==> src/rtl/mmu_asid.sv <==
// ASID-tagged, fully associative TLB MMU with a kernel direct-mapped segment and sub-word stores.
// Define MMU_TLB_PROBE_EN to add the registered TLB probe port.
module mmu_asid #(
    parameter int unsigned TLB_INDEX_WIDTH = 4,
    parameter int unsigned ASID_WIDTH      = 8,
    parameter int unsigned ENTRY_WIDTH     = 64 + ASID_WIDTH,
    parameter int unsigned MEM_OPT_WIDTH   = 4,
    parameter int unsigned EXC_CODE_WIDTH  = 3
) (
    input  logic                       clk_i,
    input  logic                       rst_ni,
    input  logic                       tlb_we_i,
    input  logic [TLB_INDEX_WIDTH-1:0] tlb_windex_i,
    input  logic [ENTRY_WIDTH-1:0]     tlb_wentry_i,
    input  logic [ASID_WIDTH-1:0]      cur_asid_i,
    input  logic                       kernel_mode_i,
    input  logic [31:0]                instr_addr_i,
    output logic [31:0]                instr_out_o,
    input  logic [MEM_OPT_WIDTH-1:0]   data_opt_i,
    input  logic [31:0]                data_addr_i,
    input  logic [31:0]                data_in_i,
    output logic [31:0]                data_out_o,
    output logic                       busy_o,
    output logic [EXC_CODE_WIDTH-1:0]  exc_code_o,
    output logic [31:0]                dev_mem_addr_o,
    input  logic [31:0]                dev_mem_data_in_i,
    output logic [31:0]                dev_mem_data_out_o,
    output logic                       dev_mem_is_write_o,
    input  logic                       dev_mem_busy_i
`ifdef MMU_TLB_PROBE_EN
    ,
    input  logic                       probe_req_i,
    input  logic [18:0]                probe_vpn2_i,
    output logic                       probe_hit_o,
    output logic [TLB_INDEX_WIDTH-1:0] probe_index_o
`endif
);

    localparam int unsigned NumEntries = 1 << TLB_INDEX_WIDTH;

    localparam logic [MEM_OPT_WIDTH-1:0] OptNone = MEM_OPT_WIDTH'(0);
    localparam logic [MEM_OPT_WIDTH-1:0] OptLw   = MEM_OPT_WIDTH'(1);
    localparam logic [MEM_OPT_WIDTH-1:0] OptLbs  = MEM_OPT_WIDTH'(2);
    localparam logic [MEM_OPT_WIDTH-1:0] OptLbu  = MEM_OPT_WIDTH'(3);
    localparam logic [MEM_OPT_WIDTH-1:0] OptLhs  = MEM_OPT_WIDTH'(4);
    localparam logic [MEM_OPT_WIDTH-1:0] OptLhu  = MEM_OPT_WIDTH'(5);
    localparam logic [MEM_OPT_WIDTH-1:0] OptSw   = MEM_OPT_WIDTH'(6);
    localparam logic [MEM_OPT_WIDTH-1:0] OptSb   = MEM_OPT_WIDTH'(7);
    localparam logic [MEM_OPT_WIDTH-1:0] OptSh   = MEM_OPT_WIDTH'(8);

    localparam logic [EXC_CODE_WIDTH-1:0] ExcNone   = EXC_CODE_WIDTH'(0);
    localparam logic [EXC_CODE_WIDTH-1:0] ExcAdel   = EXC_CODE_WIDTH'(1);
    localparam logic [EXC_CODE_WIDTH-1:0] ExcAdes   = EXC_CODE_WIDTH'(2);
    localparam logic [EXC_CODE_WIDTH-1:0] ExcTlbl   = EXC_CODE_WIDTH'(3);
    localparam logic [EXC_CODE_WIDTH-1:0] ExcTlbs   = EXC_CODE_WIDTH'(4);
    localparam logic [EXC_CODE_WIDTH-1:0] ExcTlbMod = EXC_CODE_WIDTH'(5);

    // Entry layout: {VPN2, ASID, G, PFN1, D1, V1, PFN0, D0, V0}
    localparam int unsigned V0Bit   = 0;
    localparam int unsigned D0Bit   = 1;
    localparam int unsigned Pfn0Lsb = 2;
    localparam int unsigned V1Bit   = 22;
    localparam int unsigned D1Bit   = 23;
    localparam int unsigned Pfn1Lsb = 24;
    localparam int unsigned GBit    = 44;
    localparam int unsigned AsidLsb = 45;
    localparam int unsigned VpnLsb  = 45 + ASID_WIDTH;

    typedef enum logic [1:0] {StIdle, StMerge, StWrite} state_e;

    state_e                     state_q, state_d;
    logic [ENTRY_WIDTH-1:0]     tlb_q [NumEntries];
    logic [31:0]                data_out_q, data_out_d;
    logic [31:0]                wdata_q, wdata_d;
    logic [31:0]                paddr_q, paddr_d;
    logic [MEM_OPT_WIDTH-1:0]   opt_q, opt_d;
    logic [1:0]                 off_q, off_d;

    logic [31:0]                vaddr, phys_word, load_val, merged;
    logic [TLB_INDEX_WIDTH-1:0] hit_idx;
    logic [19:0]                pfn;
    logic [7:0]                 rd_byte;
    logic [15:0]                rd_half;
    logic hit, pg_v, pg_d, page_ok, page_wr, direct;
    logic is_store, is_half, is_word, misalign, accept;
    logic [EXC_CODE_WIDTH-1:0]  exc;

    function automatic logic entry_match(input logic [ENTRY_WIDTH-1:0] e,
                                         input logic [18:0] vpn2,
                                         input logic [ASID_WIDTH-1:0] asid);
        return (e[VpnLsb +: 19] == vpn2) && (e[GBit] || (e[AsidLsb +: ASID_WIDTH] == asid));
    endfunction

    always_comb begin
        vaddr = ((state_q != StIdle) || (data_opt_i != OptNone)) ? data_addr_i : instr_addr_i;
        hit     = 1'b0;
        hit_idx = '0;
        // Descending scan so the lowest matching index is the one left standing.
        for (int i = NumEntries - 1; i >= 0; i--) begin
            if (entry_match(tlb_q[i], vaddr[31:13], cur_asid_i)) begin
                hit     = 1'b1;
                hit_idx = i[TLB_INDEX_WIDTH-1:0];
            end
        end
        if (vaddr[12]) begin
            pfn  = tlb_q[hit_idx][Pfn1Lsb +: 20];
            pg_v = tlb_q[hit_idx][V1Bit];
            pg_d = tlb_q[hit_idx][D1Bit];
        end else begin
            pfn  = tlb_q[hit_idx][Pfn0Lsb +: 20];
            pg_v = tlb_q[hit_idx][V0Bit];
            pg_d = tlb_q[hit_idx][D0Bit];
        end
        direct = kernel_mode_i && (vaddr[31:30] == 2'b10);
        if (direct) begin
            phys_word = {3'b000, vaddr[28:2], 2'b00};
            page_ok   = 1'b1;
            page_wr   = 1'b1;
        end else begin
            phys_word = {pfn, vaddr[11:2], 2'b00};
            page_ok   = hit && pg_v;
            page_wr   = pg_d;
        end
    end

    always_comb begin
        is_store = (data_opt_i == OptSw) || (data_opt_i == OptSb) || (data_opt_i == OptSh);
        is_half  = (data_opt_i == OptLhs) || (data_opt_i == OptLhu) || (data_opt_i == OptSh);
        is_word  = (data_opt_i == OptLw) || (data_opt_i == OptSw) || (data_opt_i == OptNone);
        misalign = is_word ? (vaddr[1:0] != 2'b00) : (is_half && vaddr[0]);
        exc = ExcNone;
        if (state_q == StIdle) begin
            if (misalign || (!kernel_mode_i && vaddr[31])) begin
                exc = is_store ? ExcAdes : ExcAdel;
            end else if (!page_ok) begin
                exc = is_store ? ExcTlbs : ExcTlbl;
            end else if (is_store && !page_wr) begin
                exc = ExcTlbMod;
            end
        end
        accept = (state_q == StIdle) && !dev_mem_busy_i && (data_opt_i != OptNone) &&
                 (exc == ExcNone);
    end

    always_comb begin
        rd_byte = dev_mem_data_in_i[{vaddr[1:0], 3'b000} +: 8];
        rd_half = vaddr[1] ? dev_mem_data_in_i[31:16] : dev_mem_data_in_i[15:0];
        case (data_opt_i)
            OptLbs:  load_val = {{24{rd_byte[7]}}, rd_byte};
            OptLbu:  load_val = {24'h0, rd_byte};
            OptLhs:  load_val = {{16{rd_half[15]}}, rd_half};
            OptLhu:  load_val = {16'h0, rd_half};
            default: load_val = dev_mem_data_in_i;
        endcase
        merged = dev_mem_data_in_i;
        if (opt_q == OptSb) begin
            merged[{off_q, 3'b000} +: 8] = wdata_q[7:0];
        end else begin
            merged[{off_q[1], 4'b0000} +: 16] = wdata_q[15:0];
        end
    end

    always_comb begin
        state_d    = state_q;
        data_out_d = data_out_q;
        wdata_d    = wdata_q;
        paddr_d    = paddr_q;
        opt_d      = opt_q;
        off_d      = off_q;
        unique case (state_q)
            StIdle: begin
                if (accept) begin
                    paddr_d = phys_word;
                    opt_d   = data_opt_i;
                    off_d   = vaddr[1:0];
                    if (is_store) begin
                        wdata_d = data_in_i;
                        state_d = (data_opt_i == OptSw) ? StWrite : StMerge;
                    end else begin
                        data_out_d = load_val;
                    end
                end
            end
            StMerge: begin
                wdata_d = merged;
                state_d = StWrite;
            end
            StWrite: state_d = StIdle;
            default: state_d = StIdle;
        endcase
    end

    always_ff @(posedge clk_i or negedge rst_ni) begin
        if (!rst_ni) begin
            state_q    <= StIdle;
            data_out_q <= '0;
            wdata_q    <= '0;
            paddr_q    <= '0;
            opt_q      <= OptNone;
            off_q      <= '0;
        end else begin
            state_q    <= state_d;
            data_out_q <= data_out_d;
            wdata_q    <= wdata_d;
            paddr_q    <= paddr_d;
            opt_q      <= opt_d;
            off_q      <= off_d;
        end
    end

    always_ff @(posedge clk_i or negedge rst_ni) begin
        if (!rst_ni) begin
            for (int i = 0; i < NumEntries; i++) begin
                tlb_q[i] <= '0;
            end
        end else if (tlb_we_i) begin
            tlb_q[tlb_windex_i] <= tlb_wentry_i;
        end
    end

    assign instr_out_o        = dev_mem_data_in_i;
    assign data_out_o         = data_out_q;
    assign dev_mem_data_out_o = wdata_q;
    assign dev_mem_is_write_o = (state_q == StWrite);
    assign dev_mem_addr_o     = (state_q == StIdle) ? phys_word : paddr_q;
    assign exc_code_o         = exc;
    assign busy_o = ((state_q != StIdle) || is_store || dev_mem_busy_i) && (exc == ExcNone);

`ifdef MMU_TLB_PROBE_EN
    logic                       probe_hit_q, probe_hit_d;
    logic [TLB_INDEX_WIDTH-1:0] probe_index_q, probe_index_d;

    always_comb begin
        probe_hit_d   = 1'b0;
        probe_index_d = '0;
        for (int i = NumEntries - 1; i >= 0; i--) begin
            if (entry_match(tlb_q[i], probe_vpn2_i, cur_asid_i)) begin
                probe_hit_d   = 1'b1;
                probe_index_d = i[TLB_INDEX_WIDTH-1:0];
            end
        end
    end

    always_ff @(posedge clk_i or negedge rst_ni) begin
        if (!rst_ni) begin
            probe_hit_q   <= 1'b0;
            probe_index_q <= '0;
        end else if (probe_req_i) begin
            probe_hit_q   <= probe_hit_d;
            probe_index_q <= probe_index_d;
        end
    end

    assign probe_hit_o   = probe_hit_q;
    assign probe_index_o = probe_index_q;
`endif

endmodule

==> config.mk <==
export PLATFORM = sky130hd
export DESIGN_NAME = mmu_asid
export DESIGN_NICKNAME = d
export VERILOG_FILES = /design/src/rtl/mmu_asid.sv
export SDC_FILE = /design/constraint.sdc
export NUM_CORES = 2
export LEC_CHECK = 0
export CELL_PAD_IN_SITES_DETAIL_PLACEMENT = 0
export CELL_PAD_IN_SITES_GLOBAL_PLACEMENT = 1
export CORE_UTILIZATION = 49
export CTS_CLUSTER_DIAMETER = 80
export DETAILED_ROUTE_END_ITERATION = 8
export GPL_TIMING_DRIVEN = 0
export PLACE_DENSITY_LB_ADDON = 0.12
export RECOVER_POWER = 25
export SLEW_MARGIN = 20
export SYNTH_ARGS = -nofsm -noshare
export SYNTH_HDL_FRONTEND = slang
export SYNTH_SLANG_ARGS = --single-unit
==> constraint.sdc <==
create_clock -name clk_i -period 7 [get_ports clk_i]
set_input_delay 1.05 -clock clk_i [delete_from_list [all_inputs] [get_ports clk_i]]
set_output_delay 1.05 -clock clk_i [all_outputs]
set_load 0.1 [all_outputs]
==> run metrics <==
worst-path cell chain=buf_8, or4_4, buf_12, buf_12, o21ai_4, and2_1, buf_8, xor2_1, nand4_1, or4_4, a311o_2, o2bb2ai_4, buf_12, buf_16, buf_8, a211oi_1, a31oi_1, a22oi_2, o221ai_4, a21oi_4, a22oi_2, mux2_4, buf_12; antenna-violating nets left=0; leak pwr=about 34 nW; pre-CTS setup slack=-4.992 ns; DR WL/cell=just over 30 um; vias in the first global route=roughly 48000; final routed DRC violation total=4; drt via density=6.215; Finished Core Util=0.6263; # rows=131; number of antenna violations at the first check in global routing=12; cts bufs inserted=141; CP max-delay cell=or4_4; most used flip-flop cell after synthesis=dfrtp_1; final critical-path share of the clock period=1.078; core box area=127500 um2; CTS tree=built; Die H=roughly 360 um; Synth top area share=0.4987; grt total ovfl=0; drt total wl=between 200 and 250 mm; Seq cells post-synth=between 1000 and 1500; DP Cell Count=7397; first-pass GRT wire length=between 300 and 400 mm; asr flop ratio synth=1.000; Gate Count Post-Synth=between 5000 and 6000; final setup vio count=24; Post-synth EDFFs=0; overall routing resource usage=0.3581; PnR Total Power=23.72 mW; fin. max-slew vios=just over 700; unrepaired setup endpoints after global routing=yes; Post-DP Area=68630 um2; largest net degree at the start of global routing=approximately 140; syn avg cell area=roughly 12 um2; Compound-Gate Fraction of Synth Area=0.08629; Die ar.=129900 um2; Least-Margin Pin Slew=approximately 4.6 ns; PD cells=297.0 nW/um2; design area=between 70000 and 80000 um2; critical path arrival=around 6.5 ns; final cell count without fillers=between 7000 and 8000; Setup TNS=-11.38 ns; most instantiated cells after synthesis=1254 x dfrtp_1, 1179 x mux2_2, 565 x nand2_1; post-synth cell types=91; Worst Path Max Fanout=10; sequential area share after synthesis=0.4987; mapped cell area=roughly 63000 um2; Area growth syn-to-layout=26.92%; fin worst setup slack=-0.5437 ns; worst vdd ir=0.2849 mV; Detailed Place HPWL=about 160 mm; root buffer selected by CTS=clkbuf_16; Post-Synth Adder-Cell Area=0.0009942; Final min period=~7.5 ns; htree depth=4; share of layout cells above drive strength 1=0.3689; Crit path required time=5.95 ns; NumNets Final=6299; Setup Skew=approximately 0.027 ns; Initial Utilization=0.4935; most frequent cell after synthesis=dfrtp_1; Largest stage delay, worst path=between 0.6 and 0.7 ns; Initial DRC Count=approximately 5400; main combinational cell family by area after synthesis=multiplexers; largest area contributor in the netlist=dfrtp_1; Max Clk Rate=~130 MHz; port buffer count=between 300 and 400; clk slew on worst S/H paths=0.06 ns; TritonRoute pass-1 iters=9; clk sink count=roughly 1300; Worst Setup Path Type=in -> out; IO Pins=roughly 350; hold_buf cts=0; violated checks=design-rule violations, max-capacitance violations, max-slew violations, negative setup slack; Final GP Congestion=0.9787; Post-Synth Simple-Gate Area=0.07967; routed via count=between 40000 and 50000; min-delay worst type=reg -> reg; status=finished with violations; leading post-synthesis cells by cell area=dfrtp_1 50%, mux2_2 21%, nand2_1 3.4%; Yosys warnings=0; Die W=around 360 um; Max Cap Viol=6; mux contribution to synthesized area=0.2375; Post-Synth XOR/XNOR Area=0.05846; Skew-Pair Late Insertion Delay=roughly 0.80 ns; Fin. Hold Viols=0; Worst setup SP type=primary input; CP dominant cell by count=buf_12; Max-slew headroom=-2.045; worst hold margin=around 0.48 ns; Crit. End Element=primary output; clk buf depth=3
[cell type report]
cell class,count,area [um2]
fill,10310,47660
multi-input combinational,3608,31810
sequential,1254,31380
timing repair buffer,531,5869
clock buffer,213,4285
buffer,474,3802
tap,1662,2079
clock inverter,35,392.9
inverter,63,236.5
antenna,4,10.01
[repair_timing]
item,CTS,global route
endpoints found under the setup margin,126,24
cloned,9,11
pin swaps,128,140
resized for setup,1048,217
setup buffers,124,61
[critical path: cells and delay by family]
family / cells / cell delay (ns)
AO/OA/AOI/OAI: 9 / 2.01
XOR/XNOR: 1 / 0.16
buffers and inverters: 8 / 1.29
multiplexers: 1 / 0.33
AND/OR/NAND/NOR: 4 / 1.58
[registers in the layout, summed over array words and instances (netlist names)]
| name | cells |
|---|---|
| dev_mem_data_out_o | 32 |
| off_q | 2 |
| paddr_q | 30 |
| tlb_q | 1152 |
| state_q | 2 |
| opt_q | 4 |
| data_out_o | 32 |
[per-layer routing]
layer  wire length, um  vias to the layer above  global-route usage
met3             21110                      535             0.08414
met5                89                        -                   0
li1                  -                    20620                   -
met1            101000                    25340              0.4976
met2            104900                     2250              0.5368
met4             10560                       12              0.1499
[power breakdown]
group	total (mW)	leakage (nW)	internal (mW)	switching, mW
clock	7.60	2.31	4.47	3.12
combinational	6.03	16.4	2.79	3.24
sequential	10.1	15.3	8.96	1.13
[cells by family after synthesis]
kind of cell | Yosys count
AOI/OAI and AO/OA | 778
xor gates and xnor gates | 420
adders and majority gates | 5
buffers and inverters | 545
DFF | 1254
muxes | 1332
other | 1
and+or+nand+nor | 1071
[final timing paths]
check / slack [ns] / end / depth (start not counted) / from
worst min register to register: 0.48 / dev_mem_data_out_o[27] / 1 / dev_mem_data_out_o[27]
min in group asynchronous: 1.90 / tlb_q[321] / 1 / rst_ni
worst max-delay path: -0.54 / dev_mem_addr_o[26] / 23 / data_opt_i[3]
max in group asynchronous: 0.71 / tlb_q[477] / 4 / rst_ni
worst min-delay path: 0.48 / dev_mem_data_out_o[27] / 1 / dev_mem_data_out_o[27]
worst max register to register: 1.01 / paddr_q[22] / 25 / state_q[0]
[layout by cell type, fill, tap and decap left out, types with 18 or more instances in the layout]
cell / netlist / layout
a311oi_1: 53 / 28
buf_8: 0 / 35
nand3_1: 116 / 105
buf_12: 0 / 91
buf_4: 58 / 182
a31oi_1: 57 / 31
mux2_4: 27 / 46
and3_1: 41 / 39
a21o_1: 46 / 46
a21boi_0: 34 / 26
o22ai_1: 19 / 18
xor2_1: 233 / 228
a211o_1: 21 / 18
inv_1: 62 / 61
a311oi_2: 0 / 24
buf_6: 8 / 46
mux2i_1: 125 / 96
nand2_2: 1 / 31
clkbuf_2: 0 / 29
mux2_2: 1179 / 1161
xnor2_1: 187 / 183
a222oi_1: 23 / 23
clkbuf_1: 320 / 263
clkbuf_8: 0 / 56
nand2b_1: 25 / 24
nand2_1: 565 / 527
o21ai_0: 32 / 27
a21oi_1: 251 / 223
a221oi_1: 27 / 25
clkdlybuf4s50_1: 0 / 284
clkbuf_16: 0 / 165
a22oi_2: 0 / 32
nand4_1: 61 / 61
a21oi_2: 2 / 18
nor2_1: 96 / 84
a211oi_1: 47 / 18
dfrtp_1: 1254 / 1253
clkinv_2: 0 / 18
nor4_1: 73 / 54
Note: power is estimated with default switching activity, not from simulation.
